File: config.mk
export PLATFORM = sky130hd
export DESIGN_NAME = mem_arbiter
export DESIGN_NICKNAME = d
export VERILOG_FILES = /design/src/rtl/mem_arb_pkg.sv /design/src/rtl/rr_arbiter.sv /design/src/rtl/mem_arbiter.sv
export SDC_FILE = /design/constraint.sdc
export NUM_CORES = 1
export LEC_CHECK = 0
export BUFFER_PORTS_ARGS = -buffer_cell sky130_fd_sc_hd__buf_2
export CORE_ASPECT_RATIO = 0.8
export CORE_MARGIN = 4
export CORE_UTILIZATION = 51
export CTS_CLUSTER_SIZE = 16
export DETAILED_ROUTE_END_ITERATION = 10
export PLACE_DENSITY = 0.95
export SLEW_MARGIN = 10
export SYNTH_ARGS = -nofsm -noshare
export SYNTH_HDL_FRONTEND = slang
export SYNTH_SLANG_ARGS = --single-unit
File: constraint.sdc
create_clock -name clk_i -period 5.2 [get_ports clk_i]
set_input_delay 1.04 -clock clk_i [delete_from_list [all_inputs] [get_ports clk_i]]
set_output_delay 1.04 -clock clk_i [all_outputs]
set_load 0.005 [all_outputs]
File: src/rtl/mem_arb_pkg.sv
// Shared types and constants for the shared-memory round-robin arbiter.
// Imported by mem_arbiter and rr_arbiter.
package mem_arb_pkg;

    typedef enum logic [1:0] {
        StIdle,
        StIssue,
        StWait,
        StDone
    } arb_state_e;

    localparam logic [1:0] MemctlIdle  = 2'b00;
    localparam logic [1:0] MemctlRead  = 2'b01;
    localparam logic [1:0] MemctlWrite = 2'b10;
    localparam logic [1:0] MemctlRsvd  = 2'b11;

    // Index width for n items; never below 1 so single-entry vectors stay legal.
    function automatic int unsigned clog2(input int unsigned n);
        int unsigned w;
        w = 0;
        while ((32'd1 << w) < n) begin
            w++;
        end
        return (w == 0) ? 1 : w;
    endfunction

endpackage

File: src/rtl/rr_arbiter.sv
// Combinational round-robin pick: the first eligible requester after last_i, wrapping.
// Produces a one-hot grant, its index and a valid flag.
module rr_arbiter
    import mem_arb_pkg::*;
#(
    parameter int unsigned N    = 4,
    parameter int unsigned IdxW = clog2(N)
) (
    input  logic [N-1:0]    req_i,
    input  logic [N-1:0]    mask_i,
    input  logic [IdxW-1:0] last_i,
    output logic [N-1:0]    gnt_o,
    output logic [IdxW-1:0] idx_o,
    output logic            valid_o
);

    logic [N-1:0] elig;
    int unsigned  cand;

    assign elig = req_i & ~mask_i;

    // Offsets 1..N visit every core once, ending on last_i itself.
    always_comb begin
        gnt_o   = '0;
        idx_o   = '0;
        valid_o = 1'b0;
        cand    = 0;
        for (int unsigned k = 1; k <= N; k++) begin
            cand = (32'(last_i) + k) % N;
            if (!valid_o && elig[cand]) begin
                valid_o     = 1'b1;
                gnt_o[cand] = 1'b1;
                idx_o       = cand[IdxW-1:0];
            end
        end
    end

endmodule

File: src/rtl/mem_arbiter.sv
// Round-robin arbiter serialising per-core read/write requests onto one synchronous
// memory port; returns per-core read data, a done pulse and a stall flag.
module mem_arbiter
    import mem_arb_pkg::*;
#(
    parameter int unsigned NumCores = 4,
    parameter int unsigned AddrW    = 16,
    parameter int unsigned DataW    = 16,
    parameter int unsigned MemLat   = 1
) (
    input  logic                      clk_i,
    input  logic                      rst_i,
    input  logic [2*NumCores-1:0]     core_memctl_i,
    input  logic [AddrW*NumCores-1:0] core_addr_i,
    input  logic [DataW*NumCores-1:0] core_wdata_i,
    output logic [DataW*NumCores-1:0] core_rdata_o,
    output logic [NumCores-1:0]       core_done_o,
    output logic [NumCores-1:0]       core_stall_o,
    output logic [NumCores-1:0]       core_grant_o,
    output logic                      mem_en_o,
    output logic                      mem_we_o,
    output logic [AddrW-1:0]          mem_addr_o,
    output logic [DataW-1:0]          mem_wdata_o,
    input  logic [DataW-1:0]          mem_rdata_i
);

    localparam int unsigned IdxW = clog2(NumCores);
    localparam int unsigned CntW = clog2(MemLat);

    arb_state_e                           state_q;
    logic       [IdxW-1:0]                idx_q;
    logic       [IdxW-1:0]                last_q;
    logic       [NumCores-1:0]            mask_q;
    logic                                 write_q;
    logic       [CntW-1:0]                cnt_q;
    logic       [NumCores-1:0]            grant_q;
    logic       [NumCores-1:0]            done_q;
    logic                                 mem_en_q;
    logic                                 mem_we_q;
    logic       [AddrW-1:0]               mem_addr_q;
    logic       [DataW-1:0]               mem_wdata_q;
    logic       [NumCores-1:0][DataW-1:0] rdata_q;

    logic [NumCores-1:0] req;
    logic [NumCores-1:0] pick_gnt;
    logic [IdxW-1:0]     pick_idx;
    logic                pick_valid;
    logic [1:0]          sel_op_d;
    logic [AddrW-1:0]    sel_addr_d;
    logic [DataW-1:0]    sel_wdata_d;

    always_comb begin
        req = '0;
        for (int i = 0; i < int'(NumCores); i++) begin
            unique case (core_memctl_i[2*i +: 2])
                MemctlRead, MemctlWrite: req[i] = 1'b1;
                MemctlIdle, MemctlRsvd:  req[i] = 1'b0;
                default:                 req[i] = 1'b0;
            endcase
        end
    end

    rr_arbiter #(
        .N    (NumCores),
        .IdxW (IdxW)
    ) u_rr_arbiter (
        .req_i   (req),
        .mask_i  (mask_q),
        .last_i  (last_q),
        .gnt_o   (pick_gnt),
        .idx_o   (pick_idx),
        .valid_o (pick_valid)
    );

    always_comb begin
        sel_op_d    = core_memctl_i[2*pick_idx +: 2];
        sel_addr_d  = core_addr_i[AddrW*pick_idx +: AddrW];
        sel_wdata_d = core_wdata_i[DataW*pick_idx +: DataW];
    end

    always_ff @(posedge clk_i) begin
        if (rst_i) begin
            state_q     <= StIdle;
            idx_q       <= '0;
            last_q      <= IdxW'(NumCores - 1);
            mask_q      <= '0;
            write_q     <= 1'b0;
            cnt_q       <= '0;
            grant_q     <= '0;
            done_q      <= '0;
            mem_en_q    <= 1'b0;
            mem_we_q    <= 1'b0;
            mem_addr_q  <= '0;
            mem_wdata_q <= '0;
            rdata_q     <= '0;
        end else begin
            done_q   <= '0;
            mem_en_q <= 1'b0;
            mem_we_q <= 1'b0;
            unique case (state_q)
                StIdle: begin
                    // The just-served core is hidden for this one cycle only.
                    mask_q <= '0;
                    if (pick_valid) begin
                        idx_q       <= pick_idx;
                        write_q     <= (sel_op_d == MemctlWrite);
                        mem_addr_q  <= sel_addr_d;
                        mem_wdata_q <= sel_wdata_d;
                        mem_en_q    <= 1'b1;
                        mem_we_q    <= (sel_op_d == MemctlWrite);
                        grant_q     <= pick_gnt;
                        state_q     <= StIssue;
                    end
                end
                StIssue: begin
                    cnt_q   <= CntW'(MemLat - 1);
                    state_q <= StWait;
                end
                StWait: begin
                    if (cnt_q == '0) begin
                        if (!write_q) begin
                            rdata_q[idx_q] <= mem_rdata_i;
                        end
                        done_q  <= grant_q;
                        state_q <= StDone;
                    end else begin
                        cnt_q <= cnt_q - 1'b1;
                    end
                end
                StDone: begin
                    last_q  <= idx_q;
                    mask_q  <= grant_q;
                    grant_q <= '0;
                    state_q <= StIdle;
                end
                default: state_q <= StIdle;
            endcase
        end
    end

    assign core_rdata_o = rdata_q;
    assign core_done_o  = done_q;
    assign core_grant_o = grant_q;
    assign core_stall_o = req & ~done_q & {NumCores{~rst_i}};
    assign mem_en_o     = mem_en_q;
    assign mem_we_o     = mem_we_q;
    assign mem_addr_o   = mem_addr_q;
    assign mem_wdata_o  = mem_wdata_q;

endmodule

==> run_results.csv <==
group,metric,value,unit
run_status,outcome,"finished, final reports clean",
timing,tightest_slew,1.13,ns
routing,antenna_left,0,
placed_design,port_buffers,263,
power_and_ir_drop,p_leak,3.69,nW
power_and_ir_drop,swShare,35.5,%
setup_path,cp_top_family,"compound AO/OA/AOI/OAI gates",
clocking,cts_max_level,4,
synth,syn-cell-area,5670,sq um
synth,syn_avg_cell_area,8.47,sq um
routing,num_vias,6005,
timing,rsz0062_at_grt,"false",
final_layout,multiInputGateArea,3110,sq um
clocking,post_cts_buffers,0,
clocking,insertion_delay,0.41,ns
placed_design,post-place-ws,0.924,ns
power_and_ir_drop,p_switching,1.39,mW
setup_path,cp_cell_sequence,"inv_1, ha_1, or3_1, a22oi_2, o32a_2, buf_4, mux2i_1, o22ai_1, a31o_2",
synth,synth_top_area_share,41.3,%
final_layout,finish.utilization,70.5,%
die,num_rows,34,
grt,met1_usage,35.6,%
synth,synth_top_cells_by_count,"145 x nand2_1, 117 x dfxtp_1, 75 x a21oi_1",
grt,grt_use_met3,6.27,%
clocking,cts_resized,0,
final_layout,synthToLayoutAreaGrowth,35.0,%
setup_path,setup.worst_path.end_class,"flop",
grt,grt_max_degree,64,
power_and_ir_drop,internal_power,2.52,mW
timing,finalCritPeriodShare,84.2,%
timing,slew_violations,0,
synth,seq_area_frac_synth,41.3,%
setup_path,cp_data_arrival_time,4.68,ns
routing,wl_per_cell,18.0,um
timing,relSlewSlack,24.6,%
clocking,tritoncts,"built",
die,pin_count,264,
synth,ys_ff_latch,117,
setup_path,worstPathMaxFanout,21,
routing,vias_per_cell,5.63,
grt,grt-busiest-layer,"met2",
clocking,cts_buffer_depth,2,
routing,drc_errors,0,
final_layout,n_fill_cell,821,
power_and_ir_drop,ir_drop,0.233,mV
timing,hold_violations,0,
synth,synthCells,669,
synth,yosys_warnings,0,
timing,layout_min_cycle_time,4.38,ns
clocking,numCtsBuffers,17,
synth,synth_cell_types,49,
setup_path,critical_path_buf_inv_count,2,
setup_path,setup.worst_path.start_class,"flop",
final_layout,layout.nets,1076,
timing,worst_slack,0.824,ns
placed_design,placed_cell_area,7010,sq um
grt,met2_usage,47.4,%
synth,synth-main-ff-cell,"dfxtp_1",
clocking,cts-hold-fix-buffers,0,
power_and_ir_drop,pwr-share-seq,30.2,%
synth,async_flop_share,0,%
grt,overflow,0,
die,core_area,10800,sq um
clocking,clkSinkCount,117,
clocking,cts-root-buf,"clkbuf_16",
timing,skew,0.00877,ns
placed_design,gp_congestion,0.956,
setup_path,cp_slowest_cell,"o32a_2",
setup_path,required,5.50,ns
final_layout,drive_above_1_share,35.0,%
grt,track_usage,28.3,%
clocking,clk_pin_slew,0.06,ns
die,start_util,52.2,%
synth,synth.area.top_cells,"dfxtp_1 41%, mux2i_1 12%, nand2_1 9.6%",
synth,synth_nets,835,
placed_design,placed_cells,1035,
hold_path,min_path_type,"reg -> reg",
final_layout,post-route-cell-area,7650,sq um
timing,setup_tns,0,ns
power_and_ir_drop,power_frac_comb,37.2,%
power_and_ir_drop,p_per_area,511,nW/um^2
timing,clock.fmax,0.229,GHz
grt,antenna_found_initial,0,
die,die_y,102,um
synth,synth_edf_count,0,
routing,wirelength,19.2,mm
setup_path,max_stage_delay,0.69,ns
timing,finalSetupViolCount,0,
final_layout,regArea,2340,sq um
setup_path,critical_path_class,"reg -> reg",
routing,drt-pass1-iter-count,6,
routing,first_iter_violations,588,
die,die_w,126,um
grt,grt_pass1_wl,29.2,mm
placed_design,hpwlAfterDp,14.2,mm
grt,grt_pass1_vias,5715,
power_and_ir_drop,p_clk_share,32.6,%
job,maxCapViolCount,0,
die,die-area,12900,sq um
synth,synth_most_common_cell,"nand2_1",
final_layout,diodes,0,
final_layout,fin_cells,1067,
synth,synth_area_leader_cell,"dfxtp_1",
-- routing by layer --
layer / vias up / routed length, um / part of all wire [%]
met5: - / 0 / 0
met4: 0 / 585 / 3.1
met3: 50 / 1340 / 7.0
met2: 272 / 9240 / 48
met1: 2821 / 7990 / 42
li1: 2862 / - / -
-- cell families (layout without fill, tap and decap cells) --
group           after synthesis  in the layout  share of synthesized area (%)
flops                       117            117                           41.3
xor+xnor                      7              7                           1.21
compound gates              180            180                           21.0
simple gates                232            232                           17.8
fa+ha+maj                    12             12                           2.65
mux                          68             68                           12.0
buf+inv                      53            307                           3.97
-- state kept, by name, indices dropped and copies added (netlist names) --
name	count
core_done_o	4
idx_q	2
core_grant_o	4
mask_q	4
mem_en_o	1
mem_addr_o	16
mem_we_o	1
mem_wdata_o	16
last_q	2
write_q	1
core_rdata_o	64
state_q	2
-- per-stage QoR --
step | total power, mW | hold slack [ns]
after floorplan | 2.20 | 0.441
after global placement | 2.59 | 0.428
after detailed placement | 2.63 | 0.434
after CTS | 3.90 | 0.446
after global routing | 4.10 | 0.460
final | 3.91 | 0.445
-- final timing paths --
kind         depth (start not counted)                     endpoint  slack (ns)                   startpoint
max reg2reg                          9   mem_addr_o[4]$_SDFFE_PP0P_        0.82       last_q[0]$_SDFFE_PP1P_
min reg2reg                          1  mem_wdata_o[6]$_SDFFE_PP0P_        0.44  mem_wdata_o[6]$_SDFFE_PP0P_
max                                  9   mem_addr_o[4]$_SDFFE_PP0P_        0.82       last_q[0]$_SDFFE_PP1P_
min                                  1  mem_wdata_o[6]$_SDFFE_PP0P_        0.44  mem_wdata_o[6]$_SDFFE_PP0P_
-- power groups by stage --
stage / clock network (mW) / registers [mW] / logic (mW)
final: 1.28 / 1.18 / 1.45
after global routing: 1.33 / 1.20 / 1.57
after CTS: 1.28 / 1.18 / 1.44
after detailed placement: 0 / 1.20 / 1.43
after global placement: 0 / 1.19 / 1.40
after floorplan: 0 / 1.19 / 1.01
-- layout by cell type (no fill, tap or decap), drive strengths merged, types with 5 or more instances in the layout --
cell type,count
clkinv,5
buf,268
nor2,30
dfxtp,117
a21oi,75
nand2b,8
mux2i,68
a21o,15
or3,9
clkbuf,17
o22ai,34
nor3,12
and2,7
nand2,145
inv,13
a221oi,6
a22oi,8
a211oi,5
ha,12
a31o,17
nor2b,9
-- area by class of cell --
| type | instances | area share, % |
|---|---|---|
| flip-flops and latches | 117 | 30.6 |
| clock inverters | 15 | 2.84 |
| inverters | 7 | 0.343 |
| well taps | 144 | 2.35 |
| repair buffers | 268 | 17.7 |
| multi-input cells | 499 | 40.6 |
| clock buffers | 17 | 5.56 |
No activity file was read; power rests on OpenSTA's default activity.
